## src/rtl/mc_pkg.sv

```systemverilog
// Shared constants for the multicycle RV32I-subset control unit: state codes,
// opcodes and datapath mux selects.
package mc_pkg;

  typedef logic [3:0] state_t;

  localparam state_t S_FETCH    = 4'd0;
  localparam state_t S_DECODE   = 4'd1;
  localparam state_t S_MEMADR   = 4'd2;
  localparam state_t S_MEMREAD  = 4'd3;
  localparam state_t S_MEMWB    = 4'd4;
  localparam state_t S_MEMWRITE = 4'd5;
  localparam state_t S_EXECUTER = 4'd6;
  localparam state_t S_EXECUTEI = 4'd7;
  localparam state_t S_ALUWB    = 4'd8;
  localparam state_t S_BEQ      = 4'd9;
  localparam state_t S_JAL      = 4'd10;
  localparam state_t S_TRAP     = 4'd11;

  localparam logic [6:0] OP_LW   = 7'b0000011;
  localparam logic [6:0] OP_SW   = 7'b0100011;
  localparam logic [6:0] OP_R    = 7'b0110011;
  localparam logic [6:0] OP_IALU = 7'b0010011;
  localparam logic [6:0] OP_BEQ  = 7'b1100011;
  localparam logic [6:0] OP_JAL  = 7'b1101111;

  localparam logic [1:0] RES_ALUOUT  = 2'b00;
  localparam logic [1:0] RES_MEMDATA = 2'b01;
  localparam logic [1:0] RES_ALU     = 2'b10;

  localparam logic [1:0] SRCA_PC    = 2'b00;
  localparam logic [1:0] SRCA_OLDPC = 2'b01;
  localparam logic [1:0] SRCA_RS1   = 2'b10;

  localparam logic [1:0] SRCB_RS2   = 2'b00;
  localparam logic [1:0] SRCB_IMM   = 2'b01;
  localparam logic [1:0] SRCB_FOUR  = 2'b10;

  localparam logic [1:0] ALUOP_ADD   = 2'b00;
  localparam logic [1:0] ALUOP_SUB   = 2'b01;
  localparam logic [1:0] ALUOP_FUNCT = 2'b10;

endpackage

```

## src/rtl/mc_control_fsm.sv

```systemverilog
// Multicycle control unit: one state per clock through fetch/decode/execute/
// memory/writeback, with memory-ready waits, a trap state and a retire counter.
module mc_control_fsm
  import mc_pkg::*;
#(
  parameter bit MEM_HANDSHAKE = 1'b1,
  parameter int CNT_W         = 32
) (
  input  logic             clk,
  input  logic             reset,
  input  logic [6:0]       opcode,
  input  logic             zero,
  input  logic             mem_ready,
  output logic             pc_write,
  output logic             adr_src,
  output logic             mem_write,
  output logic             ir_write,
  output logic [1:0]       result_src,
  output logic [1:0]       alu_src_a,
  output logic [1:0]       alu_src_b,
  output logic [1:0]       alu_op,
  output logic             reg_write,
  output logic             halted,
  output logic [3:0]       state_o,
  output logic [CNT_W-1:0] instr_retired
);

  state_t state, next_state;
  logic   ready, retire;

  assign ready   = MEM_HANDSHAKE ? mem_ready : 1'b1;
  assign state_o = state;

  // NOTE: sequential state uses non-blocking assignments so every register
  // samples pre-edge values regardless of statement order.
  always_ff @(posedge clk) begin
    if (reset) begin
      state         <= S_FETCH;
      instr_retired <= '0;
    end else begin
      state <= next_state;
      if (retire) instr_retired <= instr_retired + CNT_W'(1);
    end
  end

  always_comb begin
    // NOTE: every output gets a default first so no path infers a latch.
    next_state = S_FETCH;
    retire     = 1'b0;
    pc_write   = 1'b0;
    adr_src    = 1'b0;
    mem_write  = 1'b0;
    ir_write   = 1'b0;
    result_src = RES_ALUOUT;
    alu_src_a  = SRCA_PC;
    alu_src_b  = SRCB_RS2;
    alu_op     = ALUOP_ADD;
    reg_write  = 1'b0;
    halted     = 1'b0;

    case (state)
      S_FETCH: begin
        alu_src_b  = SRCB_FOUR;
        result_src = RES_ALU;
        ir_write   = ready;
        pc_write   = ready;
        next_state = ready ? S_DECODE : S_FETCH;
      end
      S_DECODE: begin
        alu_src_a = SRCA_OLDPC;
        alu_src_b = SRCB_IMM;
        case (opcode)
          OP_LW, OP_SW: next_state = S_MEMADR;
          OP_R:         next_state = S_EXECUTER;
          OP_IALU:      next_state = S_EXECUTEI;
          OP_BEQ:       next_state = S_BEQ;
          OP_JAL:       next_state = S_JAL;
          default:      next_state = S_TRAP;
        endcase
      end
      S_MEMADR: begin
        alu_src_a  = SRCA_RS1;
        alu_src_b  = SRCB_IMM;
        next_state = (opcode == OP_LW) ? S_MEMREAD : S_MEMWRITE;
      end
      S_MEMREAD: begin
        adr_src    = 1'b1;
        next_state = ready ? S_MEMWB : S_MEMREAD;
      end
      S_MEMWB: begin
        result_src = RES_MEMDATA;
        reg_write  = 1'b1;
        retire     = 1'b1;
      end
      S_MEMWRITE: begin
        adr_src    = 1'b1;
        mem_write  = 1'b1;
        retire     = ready;
        next_state = ready ? S_FETCH : S_MEMWRITE;
      end
      S_EXECUTER: begin
        alu_src_a  = SRCA_RS1;
        alu_op     = ALUOP_FUNCT;
        next_state = S_ALUWB;
      end
      S_EXECUTEI: begin
        alu_src_a  = SRCA_RS1;
        alu_src_b  = SRCB_IMM;
        alu_op     = ALUOP_FUNCT;
        next_state = S_ALUWB;
      end
      S_ALUWB: begin
        reg_write = 1'b1;
        retire    = 1'b1;
      end
      S_BEQ: begin
        alu_src_a = SRCA_RS1;
        alu_op    = ALUOP_SUB;
        pc_write  = zero;
        retire    = 1'b1;
      end
      S_JAL: begin
        alu_src_a  = SRCA_OLDPC;
        alu_src_b  = SRCB_FOUR;
        pc_write   = 1'b1;
        next_state = S_ALUWB;
      end
      S_TRAP: begin
        halted     = 1'b1;
        next_state = S_TRAP;
      end
      default: next_state = S_FETCH;
    endcase

    // Reset aborts the current instruction: nothing may write on that edge.
    if (reset) begin
      pc_write  = 1'b0;
      mem_write = 1'b0;
      ir_write  = 1'b0;
      reg_write = 1'b0;
      halted    = 1'b0;
    end
  end

endmodule
```

## config.mk

```make
export PLATFORM = sky130hd
export DESIGN_NAME = mc_control_fsm
export DESIGN_NICKNAME = d
export VERILOG_FILES = /design/src/rtl/mc_pkg.sv /design/src/rtl/mc_control_fsm.sv
export SDC_FILE = /design/constraint.sdc
export NUM_CORES = 1
export LEC_CHECK = 0
export ABC_AREA = 1
export CORE_ASPECT_RATIO = 0.75
export CORE_MARGIN = 2
export CORE_UTILIZATION = 41
export CTS_CLUSTER_DIAMETER = 100
export DETAILED_ROUTE_END_ITERATION = 7
export PLACE_DENSITY_LB_ADDON = 0.1
export SYNTH_ARGS = -nofsm -noshare
export SYNTH_HDL_FRONTEND = slang
export SYNTH_SLANG_ARGS = --single-unit
```

## constraint.sdc

```tcl
create_clock -name clk -period 1.7 [get_ports clk]
set_input_delay 0.34 -clock clk [delete_from_list [all_inputs] [get_ports clk]]
set_output_delay 0.34 -clock clk [all_outputs]
set_load 0.01 [all_outputs]
```

# ---- Word level (Yosys, flattened, before mapping)
# Cells that the tools add are included.
# W data, S select, Z words.
dict set report totals {
  out_inout_bits 50
  romBits 0
  latch_bits 0
  mem_count 0
  ramBits 0
  wordCells 53
  ff_bits 36
  inputBits 11
}
dict set report op_classes {
  mul 0
  bitwise 0
  n_addsub 1
  n_shift 0
  muxes 22
  order_cmp 0
  n_div 0
  n_reduce_logical 11
  eq_ne 17
}
# cell n
set op_table {}
lappend op_table {{$add A32 B1 Y32 const B} 1}
lappend op_table {{$pmux W4 S7} 1}
lappend op_table {{$pmux W4 S5} 1}
lappend op_table {{$eq A4 B3 Y1 const B} 4}
lappend op_table {{$eq A4 B4 Y1 const B} 4}
lappend op_table {{$pmux W2 S2} 4}
lappend op_table {{$eq A7 B6 Y1 const B} 2}
lappend op_table {{$eq A7 B7 Y1 const B} 2}
lappend op_table {{$reduce_or A2 Y1} 6}
lappend op_table {{$mux W1} 11}
lappend op_table {{$mux W3} 3}
lappend op_table {{$reduce_or A3 Y1} 3}
lappend op_table {{$eq A4 B2 Y1 const B} 2}
lappend op_table {{$eq A7 B2 Y1 const B} 1}
lappend op_table {{$eq A7 B5 Y1 const B} 1}
lappend op_table {{$eq A4 B1 Y1 const B} 1}
lappend op_table {{$logic_not A4 Y1} 1}
lappend op_table {{$reduce_or A4 Y1} 1}
lappend op_table {{$pmux W1 S3} 1}
lappend op_table {{$pmux W1 S2} 1}

# ---- Logic depth before layout (Yosys ltp)
# Gate-level depths: netlist of run 1.
dict set report logic_depth {
  word_depth 4
  depth_mapped 10
}

# ---- Least setup slack after synthesis of run 1
# No wires, ideal clock.
dict set report synth_path {
  path_type {reg-to-reg}
  startpoint {register instr_retired[0]}
  endpoint {register instr_retired[30]}
  t_required_ns 1.587
  n_path_buf 0
  path_slack_ns 0.188
  path_stages_with_launch 9
  t_arrival_ns 1.399
  setup_ns 0.113
  cell_sequence {dfxtp_1 > ha_1 > nand2_1 > nor2_2 > nand3_2 > nor2_4 > nand3_2 > nor2_1 > nor2_1}
}
dict set report synth_via {
  elab_chain_len 1
}
# item line
set synth_rtl {}
lappend synth_rtl {{start, declared} mc_control_fsm.sv:25} ;# output logic [CNT_W-1:0] instr_retired
lappend synth_rtl {{start signal, assigned} mc_control_fsm.sv:42} ;# if (retire) instr_retired <= instr_retired + CNT_W'(1);
lappend synth_rtl {{$add A32 B1 Y32} mc_control_fsm.sv:42}
# Every way passes these cells.
# A chain may end at the register's enable or synchronous reset.

# ---- Final worst setup path of run 1
dict set report layout_path {
  startpoint {register state[0], in the netlist state_o[0]}
  endpoint {output port reg_write}
}
dict set report layout_via {
  elab_chain_len 4
  elab_cells_between_ends 5
  classes_between {eq/ne: 2; mux: 2; reduce/logical: 1}
}
# item line
set layout_rtl {}
lappend layout_rtl {{start, declared} mc_control_fsm.sv:28} ;# state_t state, next_state;
lappend layout_rtl {{start signal, assigned} mc_control_fsm.sv:41} ;# state <= next_state;
lappend layout_rtl {{$eq A4 B4 Y1 or $eq A4 B3 Y1 (tied branches)} mc_control_fsm.sv:61} ;# case (state)
lappend layout_rtl {{$reduce_or A2 Y1 (no source line) (*)} n/a}
lappend layout_rtl {{$mux W1 (*)} mc_control_fsm.sv:61}
lappend layout_rtl {{$mux W1 (*)} mc_control_fsm.sv:136} ;# if (reset) begin
lappend layout_rtl {{end, declared} mc_control_fsm.sv:22} ;# output logic reg_write,
# Mark *: on every way between the ends. The rest lies on a longest branch, timed or not.

==> results of run 1 <==
report_power, final:
part           switching, mW  internal (mW)  leakage, nW  total (mW)
Sequential            0.0518          0.892        0.294       0.944
Combinational          0.673          0.585         1.07        1.26
Clock                  0.333          0.434       0.0541       0.767
cells in the final DEF (no fill, tap or decap), drive strengths merged, types with 3 or more instances in the layout:
cell	Yosys	final
nor2	82	82
nor3	7	7
dfxtp	36	36
inv	57	57
a21oi	16	16
o21ai	7	7
nand4	13	13
clkbuf	2	8
buf	7	37
dlygate4sd2	0	3
nand3	35	35
nand2	119	119
clkdlybuf4s50	0	44
state kept, by name, indices dropped and copies added, names as in the netlist:
register       cells
instr_retired     32
state_o            4
path summary, 6_finish.rpt:
path	slack (ps)	endpoint	start	depth (start not counted)
max	30	reg_write	state_o[0]$_SDFF_PP0_	7
min	500	instr_retired[0]$_SDFFE_PP0P_	instr_retired[0]$_SDFFE_PP0P_	1
max reg2reg	110	instr_retired[11]$_SDFFE_PP0P_	state_o[0]$_SDFF_PP0_	11
min reg2reg	500	instr_retired[0]$_SDFFE_PP0P_	instr_retired[0]$_SDFFE_PP0P_	1
per-stage QoR:
step                hold slack, ps  worst slack, ps  instance area, µm²  cells  total power, mW
floorplan                      512              188                2320    391             1.54
global placement               488             -337                3180    545             2.16
detailed placement             519             -350                3180    545             2.16
CTS                            531             3.44                3310    554             2.94
global route                   521            -93.9                3320    554             3.14
finish                         497             31.6                3320    554             2.97
logic make-up (layout without fill, tap and decap cells):
group | after synthesis | count (layout) | synth area share
compound gates | 29 | 29 | 0.0673
xor+xnor | 2 | 2 | 0.00754
fa+ha+maj | 1 | 1 | 0.00538
buf+inv | 66 | 154 | 0.122
flops | 36 | 36 | 0.310
simple gates | 257 | 257 | 0.488
cell type report:
type,count,area share
clock inverter,3,0.0128
inverter,57,0.0651
timing repair buffer,89,0.238
multi-input combinational,289,0.415
tap,75,0.0282
sequential,36,0.220
clock buffer,5,0.0207
layer usage:
metal | vias to the layer above | part of all wire
li1 | 1401 | -
met1 | 1153 | 0.51
met2 | 78 | 0.41
met3 | 5 | 0.070
met4 | 0 | 0.0069
met5 | - | 0
repair_timing:
item,4_1_cts,5_1_grt
setup buffers,1,0
setup endpoints to repair,15,21
resized for setup,56,24
pin swaps,1,3
==> impl_metrics.csv, run 1 <==
group,metric,value,unit
sta,setup_viol,0,
worst_setup_path,cp-end-kind,"output port",
route,wl,6330,µm
power,ir_drop,0.570,mV
worst_setup_path,cp-start-kind,"flip-flop",
floorplanning,core_area,5410,µm²
sta,hold_violations,0,
floorplanning,start_util,0.430,
sta,clock_skew,8.60,ps
grt,grtUsageMet2,0.300,
clocking,clk_pin_slew,70,ps
floorplanning,die_h,69.2,µm
synthesis,ys_seq_area_frac,0.310,
outcome,outcome,"completed",
synthesis,synth-edff-count,0,
route,drtIter0Drc,143,
synthesis,synth_cell_types,26,
floorplanning,io_pins,61,
sta,worst_pin_slew,323,ps
clocking,cts_tree,"built",
final_layout,drive_above_1_share,0.182,
final_layout,seq_area,732,µm²
power,powerDensity,893,nW/µm²
grt,grt_pass1_vias,2401,
worst_setup_path,crit_family,"buffers and inverters",
final_layout,area_delta_synth_final,43.0,%
worst_setup_path,cp_num_buf_inv,4,
final_layout,fillCellCount,537,
place,gp_congestion,0.899,
clocking,clock_tree.buffer_depth,2,
synthesis,synth_cells,391,
worst_setup_path,max_stage_delay,340,ps
synthesis,ys_top_cells_by_area,"dfxtp_1 (31%), nand2_1 (19%), nor2_1 (12%), inv_1 (9.0%), nand3_1 (6.2%)",
sta,rsz0062_at_grt,"yes",
synthesis,synth_top_area_frac,0.310,
place,port_buffers,60,
clocking,h-tree-depth,2,
clocking,cts_root_buf,"clkbuf_8",
route,wl_per_cell,11.4,µm
grt,top_usage_layer,"met1",
hold_path,hp-class,"flip-flop to flip-flop",
clocking,clk_latency,290,ps
route,dr.pass1.iters,4,
grt,grt.overflow.total,0,
floorplanning,fp.dieArea,6290,µm²
route,drcViolationCount,0,
worst_setup_path,arrival,1330,ps
synthesis,syn_area_per_cell,5.95,µm²
final_layout,final_core_util,0.614,
synthesis,synth_common_cells,"nand2_1 (117), nor2_1 (75), inv_1 (56)",
floorplanning,die_width,91.0,µm
final_layout,diodes,0,
job,max_cap_viol_count,0,
grt,grt_max_degree,24,
sta,min_period_over_period,0.981,
grt,grt.total_usage,0.209,
synthesis,ys_seq_elements,36,
worst_setup_path,crit_top_cell,"inv_1",
grt,antenna_found_initial,0,
worst_setup_path,path_max_fanout,3,
synthesis,syn_nets,403,
clocking,holdBufCountCts,0,
sta,relSlewSlack,0.785,
synthesis,ys.flop_type,"dfxtp_1",
synthesis,synth_area,2320,µm²
route,vias,2637,
route,ant_nets,0,
worst_setup_path,crit_chain,"inv_1 -> nand2_1 -> buf_4 -> inv_1 -> nand2_2 -> nor2_1 -> buf_2",
sta,tns,0,ps
sta,fmax,599,MHz
grt,use_met3,0.0630,
synthesis,async_reset_ff_frac,0,
synthesis,yosysMostFrequentCell,"nand2_1",
clocking,cts_sinks,36,
power,power_leakage,1.42,nW
synthesis,yosys.area.top_type,"dfxtp_1",
final_layout,nNetsFinal,490,
final_layout,multi_input_area,1380,µm²
place,hpwl,4750,µm
sta,slew_viol_final,0,
floorplanning,rows,23,
worst_setup_path,critPathKind,"flip-flop to output port",
synthesis,yosys_warnings,0,
grt,grt_pass1_wl,11000,µm
worst_setup_path,worstPathRequired,1360,ps
route,via_per_inst,4.76,
worst_setup_path,cp_slowest_cell,"dfxtp_2",
sta,post-route-min-period,1670,ps
grt,use_met1,0.308,
clocking,numCtsBuffers,5,
Power figures use the tool's default switching activity.
==> run 2: changes to the inputs <==
Settings changed: GPL_TIMING_DRIVEN set to 0.
==> run 2 against run 1 <==
Fmax down 1.5%. Utilization down 1.5 points. Via count up 1.1%. Critical path type unchanged. Sequential power up 3.0%. First-iteration DRC count up 7.0%. Largest power group unchanged. Register-to-register slack better by 50 ps. Total power down 7.9%.
==> impl_metrics.csv, run 2 (synthesis gave the netlist of run 1 again) <==
group,metric,value,unit
worst_setup_path,critPathLaunch,"state_o[0]$_SDFF_PP0_",
floorplanning,io_pins,61,
place,hpwl,4830,µm
worst_setup_path,crit_family,"flip-flops",
final_layout,stdcell_count,542,
final_layout,regMostFlops,"instr_retired",
power,combPwrFrac,0.427,
worst_setup_path,cp-start-kind,"flip-flop",
worst_setup_path,crit_chain,"inv_1 -> nand2_2 -> nor2_4 -> nand2_2 -> a31oi_1 -> buf_2",
sta,setup_viol,0,
hold_path,hp-class,"input pin to flip-flop",
sta,post-route-min-period,1690,ps
place,port_buffers,60,
route,via_per_inst,4.92,
final_layout,layout_common_cells,"nand2_1 (109), nor2_1 (71), inv_1 (50), clkdlybuf4s50_1 (44)",
power,report.power.total,2.73,mW
worst_setup_path,cp-end-kind,"output port",
grt,antenna_found_initial,0,
power,swShare,0.391,
power,intPower,1.66,mW
worst_setup_path,path_max_fanout,4,
final_layout,layout_commonest_cell,"nand2_1",
clocking,cts_root_buf,"clkbuf_8",
worst_setup_path,path_depth,6,
worst_setup_path,worstReg2RegEnd,"instr_retired[30]$_SDFFE_PP0P_",
floorplanning,rows,23,
sta,rsz0062_at_grt,"yes",
route,vias,2666,
worst_setup_path,crit_top_cell,"nand2_2",
outcome,outcome,"completed",
clocking,clock_tree.buffer_depth,2,
worst_setup_path,cp_num_buf_inv,2,
final_layout,seq_area,739,µm²
route,drtIter0Drc,153,
final_layout,area_delta_synth_final,39.5,%
worst_setup_path,cp_slowest_cell,"dfxtp_4",
final_layout,drive_above_1_share,0.163,
final_layout,largest_reg_flops,32,
worst_setup_path,critPathKind,"flip-flop to output port",
worst_setup_path,crit_end,"pc_write",
worst_setup_path,reg2reg_depth,9,
grt,grt_pass1_wl,11200,µm
power,power_leakage,1.38,nW
hold_path,hold_depth,4,
clocking,numCtsBuffers,5,
floorplanning,fp.dieArea,6290,µm²
route,ant_nets,0,
sta,relSlewSlack,0.759,
sta,min_period_over_period,0.997,
route,drcViolationCount,0,
clocking,cts_sinks,36,
clocking,clk_latency,290,ps
power,switchingPower,1.07,mW
clocking,cts_tree,"built",
floorplanning,core_area,5410,µm²
worst_setup_path,arrival,1350,ps
power,power_frac_seq,0.356,
worst_setup_path,crit-reg2reg-launch,"instr_retired[0]$_SDFFE_PP0P_",
final_layout,fillCellCount,542,
job,max_cap_viol_count,0,
clocking,clk_pin_slew,70,ps
place,gp_congestion,0.914,
route,wl_per_cell,12.3,µm
sta,worst_pin_slew,360,ps
route,wl,6680,µm
power,clock_power_share,0.217,
sta,hold_slack,426,ps
worst_setup_path,reg2reg_slack,160,ps
final_layout,diodes,0,
place,dp.cells,526,
grt,grt_pass1_vias,2340,
floorplanning,die_width,91.0,µm
final_layout,multi_input_area,1400,µm²
grt,grt.total_usage,0.216,
worst_setup_path,max_stage_delay,360,ps
worst_setup_path,worstPathRequired,1360,ps
power,powerDensity,843,nW/µm²
sta,fmax,590,MHz
power,ir_drop,0.649,mV
floorplanning,die_h,69.2,µm
final_layout,nNetsFinal,479,
sta,clock_skew,6.46,ps
sta,slew_viol_final,0,
route,dr.pass1.iters,5,
clocking,h-tree-depth,2,
grt,grt.overflow.total,0,
sta,hold_violations,0,
grt,grt_max_degree,11,
floorplanning,start_util,0.430,
-- run 2: changes by cell type in the layout (fill, tap and decap cells not counted), moves of 2 or more --
cell / previous run / this run
buf_12: 2 / 0
buf_6: 1 / 4
nand2_1: 111 / 109
dfxtp_4: 1 / 4
clkbuf_8: 5 / 7
inv_2: 5 / 2
buf_4: 26 / 10
inv_4: 1 / 5
dfxtp_2: 6 / 3
clkbuf_2: 3 / 5
-- run 2: power by group through the flow --
stage	clock (mW)	combinational, mW	sequential, mW
after floorplan	0	0.585	0.957
after global placement	0	1.05	0.950
final	0.593	1.17	0.972
after detailed placement	0	1.04	0.949
after global routing	0.647	1.27	0.978
after CTS	0.612	1.07	0.948
-- run 2: area by class of cell --
cell class,count,area share
repair buffers,69,0.191
well taps,75,0.0289
inverters,57,0.0698
flip-flops and latches,36,0.228
clock inverters,1,0.00154
multi-input cells,289,0.431
clock buffers,6,0.0224
plain buffers,9,0.0278
-- run 2: how the worst min path moves through the flow --
stage	from	endpoint	slack, ps
4_1_cts	instr_retired[0]$_SDFFE_PP0P_	instr_retired[0]$_SDFFE_PP0P_	500
3_5_place_dp	instr_retired[1]$_SDFFE_PP0P_	instr_retired[1]$_SDFFE_PP0P_	520
2_1_floorplan	instr_retired[0]$_SDFFE_PP0P_	instr_retired[0]$_SDFFE_PP0P_	510
5_1_grt	reset	instr_retired[0]$_SDFFE_PP0P_	460
6_report	reset	instr_retired[0]$_SDFFE_PP0P_	430
3_3_place_gp	instr_retired[5]$_SDFFE_PP0P_	instr_retired[5]$_SDFFE_PP0P_	510
-- run 2: stage by stage --
step	setup TNS (ps)	setup WS, ps	utilization	area (µm²)
CTS	-127	-65.7	0.588	3180
floorplan	0	188	-	2320
detailed placement	-3260	-528	0.558	3020
finish	0	5.45	0.599	3240
global placement	-3200	-530	0.558	3020
global route	-64.2	-44.3	0.599	3240
-- run 2: routing by layer --
layer / global-route usage / vias up / wire, µm
met5: 0 / - / 0
met4: 0.0438 / 0 / 42
met3: 0.0554 / 4 / 537
met2: 0.328 / 99 / 2870
met1: 0.311 / 1187 / 3230
li1: - / 1376 / -
-- run 2: repair_timing --
| action | 4_1_cts | 5_1_grt |
|---|---|---|
| pin swaps | 3 | 5 |
| endpoints found under the setup margin | 20 | 21 |
| setup buffers | 4 | 5 |
| hold buffers | 0 | 0 |
| gates resized for setup | 57 | 34 |
| hold endpoints to repair | 0 | 0 |
-- run 2: worst register-to-register path: stages (launching register included) --
cell	delay, ps
dfxtp_2	400
ha_4	180
nand2_1	80
nor2_4	140
nand3_2	130
nor2_4	240
nand3_2	120
nand2_1	70
nand2_1	50
nor2_1	80
==> run 3: changes to the inputs <==
Settings changed: MAX_ROUTING_LAYER set to met4.
==> run 3 against run 2 <==
Sequential power hardly changed. Combinational power down 4%. Register-to-register slack about the same. Non-clock buffer count decreased by 3.
==> impl_metrics.csv, run 3 (synthesis gave the netlist of run 1 again) <==
group,metric,value,unit
worst_setup_path,worstPathRequired,1360,ps
final_layout,final_area,3220,µm²
outcome,outcome,"completed",
clocking,cts_sinks,36,
place,dpl-instance-area,3020,µm²
power,power_frac_seq,0.361,
floorplanning,die_h,69.2,µm
hold_path,hp-class,"input pin to flip-flop",
grt,antenna_found_initial,0,
route,vias,2650,
worst_setup_path,crit_end,"pc_write",
clocking,h-tree-depth,2,
route,drtIter0Drc,160,
power,power_leakage,1.34,nW
worst_setup_path,path_depth,6,
worst_setup_path,cp_num_buf_inv,3,
power,powerDensity,835,nW/µm²
worst_setup_path,worstReg2RegEnd,"instr_retired[22]$_SDFFE_PP0P_",
sta,relSlewSlack,0.768,
clocking,cts_tree,"built",
route,via_per_inst,4.92,
floorplanning,fp.dieArea,6290,µm²
final_layout,final_core_util,0.594,
final_layout,largest_reg_flops,32,
worst_setup_path,cp-start-kind,"flip-flop",
sta,tns,0,ps
final_layout,stdcell_count,539,
worst_setup_path,crit_top_cell,"inv_1",
sta,worst_pin_slew,346,ps
worst_setup_path,crit_chain,"inv_1 -> nand2_1 -> nor2_1 -> inv_1 -> a31oi_1 -> buf_2",
power,report.power.total,2.68,mW
clocking,clock_tree.buffer_depth,2,
worst_setup_path,arrival,1330,ps
clocking,clk_latency,290,ps
final_layout,nNetsFinal,476,
worst_setup_path,cp_slowest_cell,"dfxtp_2",
floorplanning,start_util,0.430,
grt,grt.total_usage,0.222,
clocking,cts_root_buf,"clkbuf_8",
worst_setup_path,max_stage_delay,350,ps
route,drcViolationCount,0,
route,ant_nets,0,
worst_setup_path,crit_family,"flip-flops",
final_layout,fillCellCount,544,
route,wl_per_cell,12.3,µm
sta,post-route-min-period,1670,ps
final_layout,seq_area,737,µm²
power,combPwrFrac,0.418,
worst_setup_path,crit-reg2reg-launch,"instr_retired[0]$_SDFFE_PP0P_",
final_layout,diodes,0,
sta,clock_skew,6.69,ps
sta,rsz0062_at_grt,"yes",
floorplanning,core_area,5410,µm²
worst_setup_path,critPathKind,"flip-flop to output port",
grt,grt_max_degree,11,
clocking,numCtsBuffers,5,
route,wl,6620,µm
grt,grt_pass1_vias,2339,
final_layout,layout_commonest_cell,"nand2_1",
worst_setup_path,critPathLaunch,"state_o[0]$_SDFF_PP0_",
final_layout,regMostFlops,"instr_retired",
route,dr.pass1.iters,5,
place,gp_congestion,0.930,
final_layout,layout_common_cells,"nand2_1 (109), nor2_1 (70), inv_1 (50), clkdlybuf4s50_1 (45)",
job,max_cap_viol_count,0,
power,switchingPower,1.06,mW
floorplanning,die_width,91.0,µm
floorplanning,io_pins,61,
grt,grt_pass1_wl,11200,µm
sta,setup_viol,0,
power,clock_power_share,0.221,
sta,fmax,600,MHz
power,swShare,0.394,
worst_setup_path,cp-end-kind,"output port",
power,intPower,1.63,mW
clocking,holdBufCountCts,0,
sta,min_period_over_period,0.980,
place,dp.cells,526,
sta,hold_violations,0,
clocking,clk_pin_slew,70,ps
final_layout,drive_above_1_share,0.159,
worst_setup_path,reg2reg_depth,9,
power,ir_drop,0.667,mV
place,hpwl,4830,µm
place,port_buffers,60,
sta,slew_viol_final,0,
grt,grt.overflow.total,0,
final_layout,area_delta_synth_final,38.3,%
worst_setup_path,reg2reg_slack,160,ps
floorplanning,rows,23,
worst_setup_path,path_max_fanout,4,
final_layout,multi_input_area,1400,µm²
## run 3: worst reg2reg max path, delay by kind of cell, from the launching register on
| family | cells | cell delay [ps] |
|---|---|---|
| fa+ha+maj | 1 | 180 |
| flops | 1 | 410 |
| simple gates | 8 | 900 |
## run 3: repair_timing
| item | in CTS | in global routing |
|---|---|---|
| pin swaps | 3 | 3 |
| setup buffers | 4 | 2 |
| resized for setup | 57 | 32 |
| setup endpoints to repair | 20 | 21 |
## run 3: how the worst min path moves through the flow
stage                                             start                            end  cells after the start
after floorplan           instr_retired[0]$_SDFFE_PP0P_  instr_retired[0]$_SDFFE_PP0P_                      1
after detailed placement  instr_retired[1]$_SDFFE_PP0P_  instr_retired[1]$_SDFFE_PP0P_                      2
after global routing                              reset  instr_retired[0]$_SDFFE_PP0P_                      4
after CTS                 instr_retired[0]$_SDFFE_PP0P_  instr_retired[0]$_SDFFE_PP0P_                      1
final                                             reset  instr_retired[0]$_SDFFE_PP0P_                      4
after global placement    instr_retired[5]$_SDFFE_PP0P_  instr_retired[5]$_SDFFE_PP0P_                      2
## run 3: cell type report
cell class / instances / share of cell area
Clock inverter: 1 / 0.00156
Timing Repair Buffer: 66 / 0.184
Sequential cell: 36 / 0.229
Buffer: 9 / 0.0280
Multi-Input combinational cell: 289 / 0.435
Clock buffer: 6 / 0.0226
Inverter: 57 / 0.0696
Tap cell: 75 / 0.0292
## run 3: power by group through the flow
stage                     clock network (mW)  logic [mW]  registers, mW
final                                  0.593        1.12          0.969
after floorplan                            0       0.585          0.957
after global placement                     0        1.05          0.950
after CTS                              0.612        1.07          0.948
after detailed placement                   0        1.04          0.949
after global routing                   0.651        1.22          0.976
## run 3: per-stage QoR
stage	worst slack (ps)	hold slack [ps]
2_1_floorplan	188	512
3_3_place_gp	-530	514
3_5_place_dp	-528	521
4_1_cts	-65.7	498
5_1_grt	-62.7	465
6_report	33.5	429
## run 3: metal layers
metal	global-route usage	routed length (µm)	up-vias	share of wire
met4	0.0438	42	0	0.0063
met1	0.314	3260	1175	0.49
met2	0.325	2760	97	0.42
met5	-	0	-	0
met3	0.0533	550	4	0.083
li1	-	-	1374	-
==> edit 1: new RTL, settings of run 3 <==
Set the parameter `CNT_W` to 36 (it was 32).
--- a/src/rtl/mc_control_fsm.sv
+++ b/src/rtl/mc_control_fsm.sv
@@ -4,7 +4,7 @@
   import mc_pkg::*;
 #(
   parameter bit MEM_HANDSHAKE = 1'b1,
-  parameter int CNT_W         = 32
+  parameter int CNT_W         = 36
 ) (
   input  logic             clk,
   input  logic             reset,
Interface: changed (resized instr_retired); port bits go from 61 to 65. No check against the original RTL was run, so the function may have changed too.
==> edit 1 against run 3 <==
  * Count of clock-buffer cells in the layout unchanged
  * Worst hold slack better by 28 ps
  * Critical path type unchanged
  * Worst setup slack worse by 21 ps
  * Sequential cell count up 4
  * Final area up 9.8%
  * Synthesized area up 7.6%
  * Highest routed layer unchanged
  * Wire length up 14%
  * Total power up 5.1%
==> edit 1: results (changes against run 3) <==
metric	value	unit	change
top_register	instr_retired		
r2r_cells	9		unchanged
reg2reg_to	instr_retired[26]		
clk_pin_slew	90	ps	+20 ps
synthCells	417		+6.6%
grtUsageTotal	23.2	%	+0.98 points
reg2reg_setup_slack	100	ps	-60 ps
fillerInstances	571		+5.0%
p_leak	0.00137	uW	+2.4%
fin_nets	512		+7.6%
avgViaCountPerCell	5.04		+2.5%
synthArstFlopShare	0	%	unchanged
highest_layer	met4		
n_antenna_cell	0		unchanged
wirelength_met1	3760	um	+15%
critPathArrivalTime	1350	ps	+20 ps
cp-startpoint	state_o[2]		
wl	7530	um	+14%
hpwl	5610	um	+16%
ys_top_cells_by_count	nand2_1, nor2_1, inv_1, dfxtp_1, a21oi_1		
ys_types	29		+12%
dr_wl_met3	497	um	-9.6%
ys_seq_area_share	32.0	%	+1.0 points
dp.cells	558		+6.1%
gr-usage-met3	4.10	%	-1.2 points
fin_skew	14.9	ps	+8.24 ps
first_pass_iters	6		+1
slew-limit-headroom	68.7	%	-8.1 points
hp-class	input pin to flip-flop		
dr_total_vias	2918		+10%
grt_pass1_vias	2589		+11%
routabilityCongestion	0.920		-1.1%
grtUsageMet1	33.4	%	+1.9 points
yosys-top-cells-area	dfxtp_1, nand2_1, nor2_1		
synth_nets	429		+6.5%
clockRootBuffer	clkbuf_8		
regArea	832	um2	+13%
status	completed		
placed_cell_area	3230	um2	+7.0%
drtIter0Drc	234		+46%
drive_gt1_share	18.0	%	+2.0 points
critPathMaxFanout	5		+1
cp-endpoint	pc_write		
largest_register_ff_count	36		+13%
p_switching	1030	uW	-2.7%
setup_ws	12.5	ps	-21.0 ps
irDropWorstVdd	517	uV	-22%
yosys_warnings	0		unchanged
h-tree-depth	2		unchanged
grt_pass1_wl	12000	um	+7.7%
grtUsageMet2	34.4	%	+1.9 points
synth_ff_type	dfxtp_1		
io_buffers	63		+5.0%
route.met2.wl	3190	um	+16%
dp_slack	-527	ps	+1.14 ps
grt_max_degree	13		+2
antenna_found_initial	0		unchanged
clk_latency	290	ps	about the same
reg2reg_from	instr_retired[0]		
[edit 1: cell type report]
cell class,count,area share [%]
buffer,8,1.63
clock buffer,6,2.34
clock inverter,2,0.283
inverter,53,5.84
multi-input combinational,316,44.4
sequential,40,23.6
tap,78,2.76
timing repair buffer,76,19.2
[edit 1: worst min-delay path by stage]
stage,cells after the start,end,slack [ps],startpoint
4_1_cts,2,instr_retired[10],460,reset
5_1_grt,2,instr_retired[10],500,reset
6_report,2,instr_retired[10],460,reset
2_1_floorplan,1,instr_retired[8],500,instr_retired[8]
3_5_place_dp,1,instr_retired[8],480,instr_retired[8]
3_3_place_gp,1,instr_retired[8],470,instr_retired[8]
[edit 1: worst max-delay path, stage by stage, from the launching register on]
cell and delay [ps]:
dfxtp_4 380, nor2_4 170, nand2_2 110, nor2_2 140
a211oi_2 60, nor2_1 80, buf_2 130
[edit 1: what timing repair did]
action | 4_1_cts | 5_1_grt
hold endpoints to repair | 0 | 0
setup buffers | 8 | 5
setup endpoints to repair | 18 | 28
resized for setup | 62 | 45
pin swaps | 5 | 11
[edit 1: cell families after synthesis]
kind of cell / after synthesis / share of synthesized area (%)
and+or+nand+nor: 262 / 45.8
buffers and inverters: 61 / 9.85
AOI/OAI and AO/OA: 49 / 10.4
DFF: 40 / 32.0
xor gates and xnor gates: 4 / 1.40
adders and majority gates: 1 / 0.500
[edit 1: power by group through the flow]
stage,sequential (uW),clock [uW],combinational (uW)
6_report,1080,662,1080
4_1_cts,1060,673,953
2_1_floorplan,1060,0,492
3_5_place_dp,1060,0,905
5_1_grt,1090,718,1170
3_3_place_gp,1060,0,908
==> edit 2: new RTL, config.mk and constraints of run 3 <==
Without the edit above. Register the output `instr_retired` once more, with the module's reset; this adds one clock of latency there. The other outputs are not delayed to match.
--- a/src/rtl/mc_control_fsm.sv
+++ b/src/rtl/mc_control_fsm.sv
@@ -25,6 +25,8 @@
   output logic [CNT_W-1:0] instr_retired
 );
 
+  logic [CNT_W-1:0] instr_retired_s0;
+
   state_t state, next_state;
   logic   ready, retire;
 
@@ -36,10 +38,10 @@
   always_ff @(posedge clk) begin
     if (reset) begin
       state         <= S_FETCH;
-      instr_retired <= '0;
+      instr_retired_s0 <= '0;
     end else begin
       state <= next_state;
-      if (retire) instr_retired <= instr_retired + CNT_W'(1);
+      if (retire) instr_retired_s0 <= instr_retired_s0 + CNT_W'(1);
     end
   end
 
@@ -142,4 +144,12 @@
     end
   end
 
+  always_ff @(posedge clk) begin
+    if (reset) begin
+      instr_retired <= '0;
+    end else begin
+      instr_retired <= instr_retired_s0;
+    end
+  end
+
 endmodule
Check against the original RTL: not equivalent (Yosys sat finds a counterexample within 4 cycles, from zero or initial values and one cycle with reset high).
==> edit 2 against run 3 <==
  * The run now ends with negative setup slack left
  * Critical path depth did not move
  * Critical path type unchanged
  * Synthesized area is 33% higher
  * Total power up 73%
  * First-iteration DRC count shrank 1.3%
  * Final area is 31% higher
  * Wire length increased by 17%
  * Worst setup slack got worse by 79 ps
  * Sequential cell count up 32
==> edit 2: results (changes against run 3) <==
metric	value	unit	change
status	complete, but fails checks		
violations	negative setup slack		
routabilityCongestion	0.937		+0.80%
cts_buffers	9		+4
drive_gt1_share	15.4	%	-0.59 points
clockRootBuffer	clkbuf_8		
hp-class	input pin to flip-flop		
fin_skew	11.1	ps	+4.45 ps
yosys-top-cells-area	dfxtp_1, nand2_1, nor2_1		
ys_seq_area_share	43.9	%	+13 points
p_leak	0.00174	uW	+30%
grt_pass1_wl	12500	um	+12%
cpPeakStageDelay	370	ps	+20 ps
setup_ws	-45.1	ps	-78.6 ps
clk_latency	340	ps	+50 ps
hpwl	5630	um	+16%
clock_path_buffers	2		unchanged
irDropWorstVdd	610	uV	-8.5%
clk_pin_slew	60	ps	
fin_nets	555		+17%
critPathMaxFanout	4		unchanged
first_pass_iters	4		-1
grt_max_degree	13		+2
avgViaCountPerCell	4.80		-2.4%
drtIter0Drc	158		-1.3%
dp.cells	626		+19%
syn_avg_cell_area	6.65	um2	+12%
critPathArrivalTime	1410	ps	+80 ps
ys_types	24		-7.7%
finalSetupViolCount	2		+2
wl	7740	um	+17%
h-tree-depth	3		+1
max_slew.worst_pin.slew	510	ps	+164 ps
io_buffers	59		-1.7%
synthArstFlopShare	0	%	unchanged
n_antenna_cell	0		unchanged
crit_path_top_delay_cell	dfxtp_4		
grt_pass1_vias	2724		+16%
ys_top_cells_by_count	nand2_1, nor2_1, inv_1, dfxtp_1, nand3_1		
synth_nets	478		+19%
swShare	29.7	%	-9.6 points
grt_overflow_total	0		unchanged
grtUsageTotal	19.5	%	-2.7 points
yosys_warnings	0		unchanged
dr_total_vias	3109		+17%
antenna_found_initial	0		unchanged
tns	-69.1	ps	-69.1 ps
==> edit 2: layer usage <==
metal	wire [um]	GRT usage (%)	vias to the layer above
li1	-	-	1597
met1	3770	24.3	1443
met2	3570	31.5	67
met3	368	5.75	2
met4	31	4.46	0
met5	0	-	-
==> edit 2: cells by family (layout without fill, tap and decap cells) <==
group / Yosys count / after routing / share of synthesized area (%)
buffers and inverters: 88 / 169 / 11.6
AND/OR/NAND/NOR: 270 / 270 / 37.2
adder cells (fa/ha/maj): 1 / 1 / 0.404
XOR/XNOR: 3 / 3 / 0.848
AO/OA/AOI/OAI: 36 / 36 / 6.02
flip-flops: 68 / 68 / 43.9
==> edit 2: timing repair <==
action	CTS	global route
resized for setup	60	38
setup endpoints to repair	20	21
buffers inserted	3	4
cloned	0	0
pin swaps	0	10
==> edit 2: final cells by class <==
class | count | area [um2]
Buffer | 14 | 85.1
Clock buffer | 9 | 124
Clock inverter | 6 | 138
Fill cell | 716 | 3100
Inverter | 74 | 285
Multi-Input combinational cell | 310 | 1480
Sequential cell | 68 | 1380
Tap cell | 101 | 126
Timing Repair Buffer | 66 | 606
==> edit 2: power by group through the flow <==
stage / Clock, uW / Combinational (uW) / Sequential [uW]
after floorplan: 0 / 574 / 1740
after global placement: 0 / 1030 / 1740
after detailed placement: 0 / 1030 / 1740
after CTS: 1760 / 1010 / 1720
after global routing: 1820 / 1250 / 1760
final: 1730 / 1160 / 1750
==> edit 2: through the flow <==
stage	setup slack (ps)	cell area [um2]
floorplan	140	3100
global placement	-392	3810
detailed placement	-399	3810
CTS	-151	4110
global route	-147	4230
finish	-45.1	4230
==> edit 2: final timing paths <==
| check | depth (start not counted) | end | slack, ps | from |
|---|---|---|---|---|
| hold reg to reg | 2 | instr_retired[14] | 470 | instr_retired_s0[14] |
| hold / removal | 2 | instr_retired_s0[16] | 430 | reset |
| setup / recovery | 6 | pc_write | -50 | state_o[2] |
| setup reg to reg | 9 | instr_retired_s0[24] | 130 | instr_retired_s0[0] |
==> edit 2: critical path: cells and delay by family (launching register included) <==
| family | cells | cell delay, ps |
|---|---|---|
| AND/OR/NAND/NOR | 3 | 320 |
| flip-flops | 1 | 370 |
| buffers and inverters | 2 | 220 |
| AO/OA/AOI/OAI | 1 | 160 |
